--- config.mk ---
export PLATFORM = sky130hd
export DESIGN_NAME = regfile_op_sequencer
export DESIGN_NICKNAME = d
export VERILOG_FILES = /design/src/rtl/regfile_op_sequencer.sv
export SDC_FILE = /design/constraint.sdc
export NUM_CORES = 1
export LEC_CHECK = 0
export ABC_AREA = 1
export BUFFER_PORTS_ARGS = -buffer_cell sky130_fd_sc_hd__buf_2
export CORE_ASPECT_RATIO = 0.8
export CORE_MARGIN = 4
export CORE_UTILIZATION = 38
export CTS_CLUSTER_SIZE = 20
export DETAILED_ROUTE_END_ITERATION = 8
export PLACE_DENSITY = 0.63
export SLEW_MARGIN = 20
export SYNTH_ARGS = -nofsm -noshare
export SYNTH_HDL_FRONTEND = slang
export SYNTH_SLANG_ARGS = --single-unit
export TNS_END_PERCENT = 1
--- constraint.sdc ---
create_clock -name clk -period 2.6 [get_ports clk]
set_input_delay 0.26 -clock clk [delete_from_list [all_inputs] [get_ports clk]]
set_output_delay 0.26 -clock clk [all_outputs]
set_load 0.1 [all_outputs]
--- src/rtl/regfile_op_sequencer.sv ---
// Multi-cycle operation sequencer for a 4-entry register file.
// It reads two operands, then executes ADD, SUB, MOV or an iterative shift-add MUL,
// writes the result back and pulses done once the write has landed.
module regfile_op_sequencer #(
  parameter int WIDTH = 16
) (
  input  logic             clk,
  input  logic             rst,
  input  logic             start,
  input  logic [1:0]       opcode,
  input  logic [1:0]       rs1,
  input  logic [1:0]       rs2,
  input  logic [1:0]       rd,
  output logic             busy,
  output logic             done,
  output logic [WIDTH-1:0] result,
  output logic [1:0]       readRegister1,
  output logic [1:0]       readRegister2,
  input  logic [WIDTH-1:0] readData1,
  input  logic [WIDTH-1:0] readData2,
  output logic [1:0]       writeRegister,
  output logic             writeEnable,
  output logic [WIDTH-1:0] writeData
);

  localparam logic [1:0] OpAdd = 2'b00;
  localparam logic [1:0] OpSub = 2'b01;
  localparam logic [1:0] OpMul = 2'b10;
  localparam logic [1:0] OpMov = 2'b11;

  typedef enum logic [1:0] {
    IDLE,
    READ,
    EXEC,
    WRITE
  } stateType;

  stateType         state;
  stateType         nextState;
  logic [1:0]       opReg;
  logic [1:0]       rs1Reg;
  logic [1:0]       rs2Reg;
  logic [1:0]       rdReg;
  logic [WIDTH-1:0] opA;
  logic [WIDTH-1:0] opB;
  logic [WIDTH-1:0] acc;
  logic [3:0]       count;
  logic [WIDTH-1:0] resultReg;
  logic             doneReg;

  // State register; reset drops any operation in flight straight back to IDLE
  always_ff @(posedge clk) begin
    if (rst) begin
      state <= IDLE;
    end else begin
      state <= nextState;
    end
  end

  // Next-state decode; MUL stays in EXEC for all 16 shift-add steps
  always_comb begin
    nextState = state;
    case (state)
      IDLE:    if (start) nextState = READ;
      READ:    nextState = EXEC;
      EXEC:    if ((opReg != OpMul) || (count == 4'd15)) nextState = WRITE;
      WRITE:   nextState = IDLE;
      default: nextState = IDLE;
    endcase
  end

  // Outputs decoded from state and latched registers only, never from start
  always_comb begin
    busy          = (state != IDLE);
    writeEnable   = (state == WRITE);
    readRegister1 = rs1Reg;
    readRegister2 = rs2Reg;
    writeRegister = rdReg;
    writeData     = acc;
    result        = resultReg;
    done          = doneReg;
  end

  // Datapath: request latch, operand capture, execution and result writeback
  always_ff @(posedge clk) begin
    if (rst) begin
      opReg     <= '0;
      rs1Reg    <= '0;
      rs2Reg    <= '0;
      rdReg     <= '0;
      opA       <= '0;
      opB       <= '0;
      acc       <= '0;
      count     <= '0;
      resultReg <= '0;
      doneReg   <= 1'b0;
    end else begin
      doneReg <= (state == WRITE);
      case (state)
        IDLE: begin
          if (start) begin
            opReg  <= opcode;
            rs1Reg <= rs1;
            rs2Reg <= rs2;
            rdReg  <= rd;
          end
        end
        READ: begin
          opA   <= readData1;
          opB   <= readData2;
          acc   <= '0;
          count <= '0;
        end
        EXEC: begin
          case (opReg)
            OpAdd: acc <= opA + opB;
            OpSub: acc <= opA - opB;
            OpMov: acc <= opA;
            OpMul: begin
              if (opB[0]) acc <= acc + opA;
              opA   <= opA << 1;
              opB   <= opB >> 1;
              count <= count + 4'd1;
            end
            default: acc <= acc;
          endcase
        end
        WRITE: begin
          resultReg <= acc;
        end
        default: begin
          resultReg <= resultReg;
        end
      endcase
    end
  end

endmodule
* Yosys cells after proc, flatten, opt, wreduce, memory -nomap -nowiden
Index checks and enable logic that the tools add are counted.
Storage, ports and cells: bits in registers 79, input port bits 43, output and inout bits 41, word-level logic and storage cells 48
Cells by class: add/subtract/negate cells 4, eq/ne operators 12, multiplexer cells 12, reduce and logical (&&, ||, !) cells 9
Operators with widths (number):
- $pmux W16 S2 | 3
- $pmux W16 S4 | 1
- $mux W16 | 3
- $add A16 B16 Y16 | 2
- $sub A16 B16 Y16 | 1
- $eq A2 B2 Y1 const B | 4
- $ne A2 B2 Y1 const B | 4
- $pmux W2 S4 | 1
- $pmux W4 S2 | 1
- $reduce_and A2 Y1 | 4
- $add A4 B1 Y4 const B | 1
- $eq A2 B1 Y1 const B | 2
- $eq A4 B4 Y1 const B | 1
- $logic_not A2 Y1 | 2
- $mux W2 | 2
- $mux W4 | 1
- $reduce_bool A2 Y1 | 2
- $ne A3 B3 Y1 const B | 1
- $logic_or A1 B1 Y1 | 1

* Longest topological paths before layout
Gate-level depths: netlist (run 1).
word-level depth 4, depth in mapped cells 23, mapped depth without buffers 23

* Worst setup path before layout (run 1)
Ideal clock, no wire load.
path kind register to register, from register acc[1], in the netlist writeData[1], to register acc[10], in the netlist writeData[10], setup time 134 ps, arrival time 2701 ps, required time 2466 ps, slack -235 ps, stages on the path, launching flop included 15, buffers on the path 0, period minus slack after synthesis 2835 ps, path through dfxtp_1 -> a221o_1 -> o21ai_0 -> fa_1 -> inv_1 -> nand3_1 -> nand2_1 -> nand3_1 -> nand2_1 -> nand3_1 -> o21ai_0 -> or2_1 -> nand3_1 -> nand2_1 -> a21oi_1
On the way: cells in the longest elaborated chain, start to end 4
RTL lines:
- start: declaration | RTL line 46 | logic [WIDTH-1:0] acc;
- start signal: assignment | RTL line 116 | OpAdd: acc <= opA + opB;
- start signal: assignment | RTL line 117 | OpSub: acc <= opA - opB;
- start signal: assignment | RTL line 118 | OpMov: acc <= opA;
- $add A16 B16 Y16 | RTL line 120 | if (opB[0]) acc <= acc + opA;
- $mux W16 | RTL line 120
- $pmux W16 S4 | RTL line 115 | case (opReg)
- $pmux W16 S2 | RTL line 99 | case (state)
No other way between the ends. The select of a mux whose other input is x is not followed. A chain may end at the register's enable or synchronous reset.

* Worst setup path after layout (run 1)
from register opReg[1], to register acc[14], in the netlist writeData[14]
On the way: cells in the longest elaborated chain, start to end 3, elaborated cells on any way between the ends 8, those cells by class eq/ne (4); mux (2); reduce/logical (2)
RTL lines:
- start: declaration | RTL line 40 | logic [1:0] opReg;
- start signal: assignment | RTL line 102 | opReg <= opcode;
- $eq A2 B2 Y1 (tied with other cells) | RTL line 115
- $pmux W16 S4 / $ne A3 B3 Y1 (equally long branches)
- $pmux W16 S2 / $reduce_and A2 Y1 (equally long branches)
Several ways; a longest one is shown, not always the timed one.

==> results.sh, run 1 <==
export IMPL_critPathKind="register to register"
export IMPL_yosysWarnings=0
export IMPL_cp_end_kind="register"
export IMPL_grt_overflow=0
export IMPL_cpMostUsedCell="nand2_1"
export IMPL_cp_top_family="simple AND/OR/NAND/NOR gates"
export IMPL_gr_usage_met1_pct=31.58
export IMPL_clock_sinks=79
export IMPL_r2r_end="writeData[14]"
export IMPL_worstMarginPinSlew_ns=0.7332
export IMPL_finalWeightedCongestion=0.9642
export IMPL_path_buf_inv=6
export IMPL_async_reset_ff_share_pct=0
export IMPL_ys_seq_area_share_pct=33.72
export IMPL_grt_pass1_vias=5047
export IMPL_grtUsageMet3_pct=4.159
export IMPL_die_area_um2=14200
export IMPL_grt_setup_unrepaired="yes"
export IMPL_yosys_area_top_type_share_pct=33.72
export IMPL_rr_startpoint="opReg[1]"
export IMPL_worstSkewPairLatency_ns=0.35
export IMPL_maxCapViolCount=0
export IMPL_synth_edf_count=0
export IMPL_fmax_ghz=0.3655
export IMPL_tns_ns=-0.7141
export IMPL_post_route_drc_count=0
export IMPL_critPathMaxStageDelay_ns=0.37
export IMPL_hp_class="input pin to register"
export IMPL_post_route_period_util_pct=105.2
export IMPL_coreArea_um2=12120
export IMPL_antenna_found_initial=0
export IMPL_ys_ff_latch=79
export IMPL_routed_via_density=5.263
export IMPL_drt_iter0_drc=474
export IMPL_yosysMostFrequentCell="nand2_1"
export IMPL_yosys_cell_types_count=40
export IMPL_dp_cells=986
export IMPL_die_h_um=107.4
export IMPL_status="finished, violations left"
export IMPL_worstRegToRegCells=20
export IMPL_nNetsFinal=936
export IMPL_min_to="writeRegister[0]"
export IMPL_report_final_slew_viol_count=0
export IMPL_syn_avg_cell_area_um2=6.769
export IMPL_dp_hpwl_mm=11.84
export IMPL_tritoncts="yes"
export IMPL_hold_path_depth=3
export IMPL_required_ns=2.87
export IMPL_ios=84
export IMPL_synth_area_leaders="dfxtp_1 (34%), o21ai_0 (11%), nand2_1 (9.8%), a21oi_1 (9.0%), ha_1 (7.5%)"
export IMPL_utilization_pct=56.45
export IMPL_drt_antenna_violating_nets=0
export IMPL_path_clk_slew_ns=0.07
export IMPL_start_util_pct=38.71
export IMPL_grt_util_met2_pct=35.69
export IMPL_ctsHoldBuffers=0
export IMPL_htreeDepth=3
export IMPL_synthTopCellsByCount="nand2_1 (123), o21ai_0 (99), a21oi_1 (84)"
export IMPL_fin_cells=1021
export IMPL_syn_nets=765
export IMPL_cp_max_fo=4
export IMPL_io_buffers=83
export IMPL_numCtsBuffers=9
export IMPL_diodes=0
export IMPL_cpMaxStageDelayCell="dfxtp_4"
export IMPL_reg2reg_slack_ns=-0.14
export IMPL_timing_final_ws_setup_ns=-0.1359
export IMPL_die_w_um=132.2
export IMPL_core_rowCount=36
export IMPL_synth_ff_type="dfxtp_1"
export IMPL_grt_busiest_layer="met2"
export IMPL_hp_start="rd[0]"
export IMPL_dr_pass1_iters=5
export IMPL_track_usage_pct=22.36
export IMPL_violations="negative setup slack"
export IMPL_hold_viol_final=0
export IMPL_drive_gt1_share_pct=36.82
export IMPL_synth_top_area_cell="dfxtp_1"
export IMPL_path_cells="inv_4 > ha_4 > inv_6 > buf_4 > buf_4 > nor2_1 > o22ai_1 > a22oi_2 > ha_4 > buf_4 > nand2_1 > nor3_1 > inv_1 > nor3_2 > nand2_1 > o211ai_1 > nand2_1 > nand2_1 > o21ai_1 > a21oi_1"
export IMPL_worst_setup_path_start_kind="register"
export IMPL_syn_area_um2=4691
export IMPL_finClkSkew_ns=0.01124
export IMPL_setup_viol=10
export IMPL_area_growth_pct=45.83
export IMPL_syn_inst=693
export IMPL_grt_max_degree=53
export IMPL_grt_pass1_wl_mm=25.63
export IMPL_arrival_ns=3.01
export IMPL_period_needed_ns=2.736
export IMPL_hold_ws_ns=0.1683
export IMPL_cts_root_buf="clkbuf_16"
export IMPL_routedWlPerCell_um=16.46
export IMPL_drt_wl_total_mm=16.80
export IMPL_relSlewSlack_pct=51.07
export IMPL_clock_path_buffers=2
export IMPL_vias=5374
==> layout make-up <==
type / instances / area, µm²
timing repair buffer: 193 / 1265
clock buffer: 10 / 229.0
sequential: 79 / 1594
multi-input combinational: 513 / 3202
tap: 152 / 190.2
inverter: 68 / 267.8
clock inverter: 6 / 92.59
fill: 1112 / 5276
==> per-stage QoR <==
stage	setup slack [ns]	area, µm²
2_1_floorplan	-0.02064	4720
3_3_place_gp	-0.3918	5866
3_5_place_dp	-0.4987	5866
4_1_cts	-0.1579	6385
5_1_grt	-0.3078	6840
6_report	-0.1359	6840
==> cell usage in the layout, fill, tap and decap left out, drive strengths merged, types with 2 or more instances in the layout <==
master    count
xnor2         2
clkbuf       10
buf         193
or2           4
clkinv        3
nand3        29
nor3          6
o21bai        3
o21ai       100
dfxtp        79
a21o          3
nand2       125
a22oi        11
xor2          3
nand4         3
a21oi        86
o211ai        9
nor2         82
o31ai         2
a31oi        11
ha           28
bufinv        2
inv          67
clkinvlp      2
==> what timing repair did <==
| item | CTS | global route |
|---|---|---|
| buffers inserted | 4 | 15 |
| pin swaps | 16 | 60 |
| gates cloned | 0 | 0 |
| endpoints found under the setup margin | 12 | 12 |
| resized for setup | 46 | 82 |
==> state kept, by name, indices dropped and copies added (netlist names) <==
signal and cells:
opA 16, result 16, done 1, readRegister1 2, count 4, writeRegister 2, opB 16, writeData 16
state 2, opReg 2, readRegister2 2
==> how the worst max path moves through the flow <==
stage / start / cells past startpoint / slack (ns) / end
after floorplan: writeData[7] / 10 / -0.02 / writeData[12]
after global placement: opReg[1] / 15 / -0.39 / writeData[8]
after detailed placement: opReg[1] / 15 / -0.50 / writeData[8]
after CTS: opB[4] / 16 / -0.16 / writeData[13]
after global routing: opB[2] / 20 / -0.31 / writeData[14]
final: opReg[1] / 20 / -0.14 / writeData[14]
==> cell families after synthesis <==
family	after synthesis	share of synthesized area, %
AND/OR/NAND/NOR	250	22.27
AO/OA/AOI/OAI	229	26.81
buffers and inverters	101	8.376
flip-flops	79	33.72
adder cells (fa/ha/maj)	29	7.896
XOR/XNOR	5	0.9338
==> layer usage <==
metal / up-vias / part of all wire, % / routed length (µm)
li1: 2671 / - / -
met1: 2511 / 46 / 7780
met2: 174 / 46 / 7763
met3: 18 / 6.3 / 1059
met4: 0 / 1.2 / 201
met5: - / 0 / 0
==> worst register-to-register path: stages (launching register included) <==
cell and delay, ns:
dfxtp_4 0.37, inv_4 0.07, ha_4 0.19, inv_6 0.04, buf_4 0.15, buf_4 0.14
nor2_1 0.13, o22ai_1 0.11, a22oi_2 0.22, ha_4 0.21, buf_4 0.11, nand2_1 0.04
nor3_1 0.16, inv_1 0.10, nor3_2 0.11, nand2_1 0.08, o211ai_1 0.11, nand2_1 0.08
nand2_1 0.06, o21ai_1 0.07, a21oi_1 0.13
Power of run 1 is not shown: default switching activity piles up to over one toggle a cycle in this logic, so the estimate is an artifact.
==> run 2: changes to the inputs <==
--- a/config.mk
+++ b/config.mk
@@ -6,13 +6,12 @@
 export NUM_CORES = 1
 export LEC_CHECK = 0
 export ABC_AREA = 1
-export BUFFER_PORTS_ARGS = -buffer_cell sky130_fd_sc_hd__buf_2
 export CORE_ASPECT_RATIO = 0.8
-export CORE_MARGIN = 4
 export CORE_UTILIZATION = 38
 export CTS_CLUSTER_SIZE = 20
 export DETAILED_ROUTE_END_ITERATION = 8
-export PLACE_DENSITY = 0.63
+export DONT_BUFFER_PORTS = 1
+export PLACE_DENSITY = 0.57
 export SLEW_MARGIN = 20
 export SYNTH_ARGS = -nofsm -noshare
 export SYNTH_HDL_FRONTEND = slang
==> constraint.sdc (replaced) <==
create_clock -name clk -period 2.5 [get_ports clk]
set_input_delay 0.25 -clock clk [delete_from_list [all_inputs] [get_ports clk]]
set_output_delay 0.25 -clock clk [all_outputs]
set_load 0.1 [all_outputs]
==> results.sh, run 2 (synthesis results as in run 1) <==
export IMPL_arrival_ns=2.98
export IMPL_drt_iter0_drc=215
export IMPL_clock_path_buffers=2
export IMPL_setup_viol=9
export IMPL_tritoncts="yes"
export IMPL_hp_class="input pin to register"
export IMPL_dp_slack_ns=-0.4888
export IMPL_coreArea_um2=11780
export IMPL_report_final_slew_viol_count=0
export IMPL_hold_viol_final=15
export IMPL_final_common_cell="buf_4"
export IMPL_drive_gt1_share_pct=30.22
export IMPL_cts_root_buf="clkbuf_16"
export IMPL_worstSkewPairLatency_ns=0.34
export IMPL_area_growth_pct=37.72
export IMPL_critPathKind="register to register"
export IMPL_htreeDepth=3
export IMPL_die_area_um2=12800
export IMPL_grt_overflow=0
export IMPL_cp_max_fo=3
export IMPL_dp_hpwl_mm=11.71
export IMPL_drt_wl_total_mm=15.29
export IMPL_path_cells="inv_2 > ha_4 > nand2_4 > nor2_4 > nand3_2 > nor3_4 > buf_4 > a31oi_1 > nand2_1 > a22oi_1 > ha_1 > nand2_1 > nor2_2 > and3_4 > nand2_1 > nand2_1 > inv_1 > nand2_2 > nand3_1 > nand2_1 > nand3_2 > a21oi_2"
export IMPL_finalWeightedCongestion=0.8986
export IMPL_ios=84
export IMPL_final_cell_mix="buf_4 (129), nand2_1 (114), o21ai_0 (87)"
export IMPL_nNetsFinal=881
export IMPL_io_buffers=0
export IMPL_clock_sinks=79
export IMPL_die_h_um=101.4
export IMPL_cpMaxStageDelayCell="dfxtp_2"
export IMPL_timing_final_ws_setup_ns=-0.1946
export IMPL_fmax_ghz=0.3711
export IMPL_ctsHoldBuffers=6
export IMPL_worst_setup_path_start_kind="register"
export IMPL_hold_ws_ns=-0.03870
export IMPL_finClkSkew_ns=0.005633
export IMPL_grt_pass1_vias=5040
export IMPL_relSlewSlack_pct=35.21
export IMPL_grt_setup_unrepaired="yes"
export IMPL_period_needed_ns=2.695
export IMPL_die_w_um=126.2
export IMPL_grt_max_degree=53
export IMPL_cp_end_kind="register"
export IMPL_violations="negative hold slack, negative setup slack"
export IMPL_required_ns=2.79
export IMPL_maxCapViolCount=0
export IMPL_antenna_found_initial=0
export IMPL_status="finished, violations left"
export IMPL_routed_via_density=5.315
export IMPL_grt_pass1_wl_mm=25.00
export IMPL_post_route_period_util_pct=107.8
export IMPL_worstMarginPinSlew_ns=0.9705
export IMPL_path_clk_slew_ns=0.07
export IMPL_cpMostUsedCell="nand2_1"
export IMPL_core_rowCount=35
export IMPL_start_util_pct=39.82
export IMPL_vias=5113
export IMPL_routedWlPerCell_um=15.90
export IMPL_numCtsBuffers=9
export IMPL_track_usage_pct=25.08
export IMPL_dr_pass1_iters=4
export IMPL_drt_antenna_violating_nets=0
export IMPL_diodes=0
export IMPL_critPathMaxStageDelay_ns=0.34
export IMPL_post_route_drc_count=0
[run 2: cell count changes in the layout (fill, tap and decap cells not counted), moves of 6 or more]
cell           before  now
buf_2              83    0
dfxtp_1            71   64
dlygate4sd3_1       0    6
a21oi_1            70   77
nand2_1           108  114
dfxtp_2             7   15
buf_4             106  129
[run 2: what timing repair did]
item,CTS,global route
gates cloned,0,0
setup buffers,14,0
pin swaps,52,9
gates resized for setup,63,11
endpoints found under the hold margin,21,15
endpoints found under the setup margin,12,14
[run 2: routing by layer]
layer	GRT usage (%)	up-vias	part of all wire, %
li1	-	2570	-
met1	33.25	2397	48
met5	0	-	0
met3	6.392	17	6.2
met4	6.858	0	1.4
met2	40.59	129	44
[run 2: cell type report]
cell class,instances,area [µm²]
Fill cell,1138,5320
Multi-Input combinational cell,513,3028
Sequential cell,79,1600
Timing Repair Buffer,138,1080
Inverter,68,260.3
Clock buffer,9,225.2
Tap cell,148,185.2
Clock inverter,7,81.33
[run 2: final timing paths]
check	start	endpoint	slack, ns	cells after the start
setup / recovery	opB[1]	writeData[15]	-0.19	22
hold / removal	rst	writeData[15]	-0.04	1
setup reg to reg	opB[1]	writeData[15]	-0.19	22
hold reg to reg	writeRegister[0]	writeRegister[0]	0.50	2
[run 2: critical path: cells and delay by family (launching register included)]
family	cells	cell delay, ns
AO/OA/AOI/OAI	3	0.24
adder cells (fa/ha/maj)	2	0.46
buffers and inverters	3	0.26
AND/OR/NAND/NOR	14	1.34
flip-flops	1	0.34
[run 2: per-stage QoR]
step,instance area [µm²],cells,TNS (ns),utilization [%]
5_1_grt,6460,962,-3.133,54.84
3_3_place_gp,5728,927,-2.677,48.62
2_1_floorplan,4791,693,-0.05421,-
3_5_place_dp,5728,927,-3.103,48.62
6_report,6460,962,-0.8738,54.84
4_1_cts,6412,962,-0.7101,54.43
Power of run 2 is left out for the same reason.
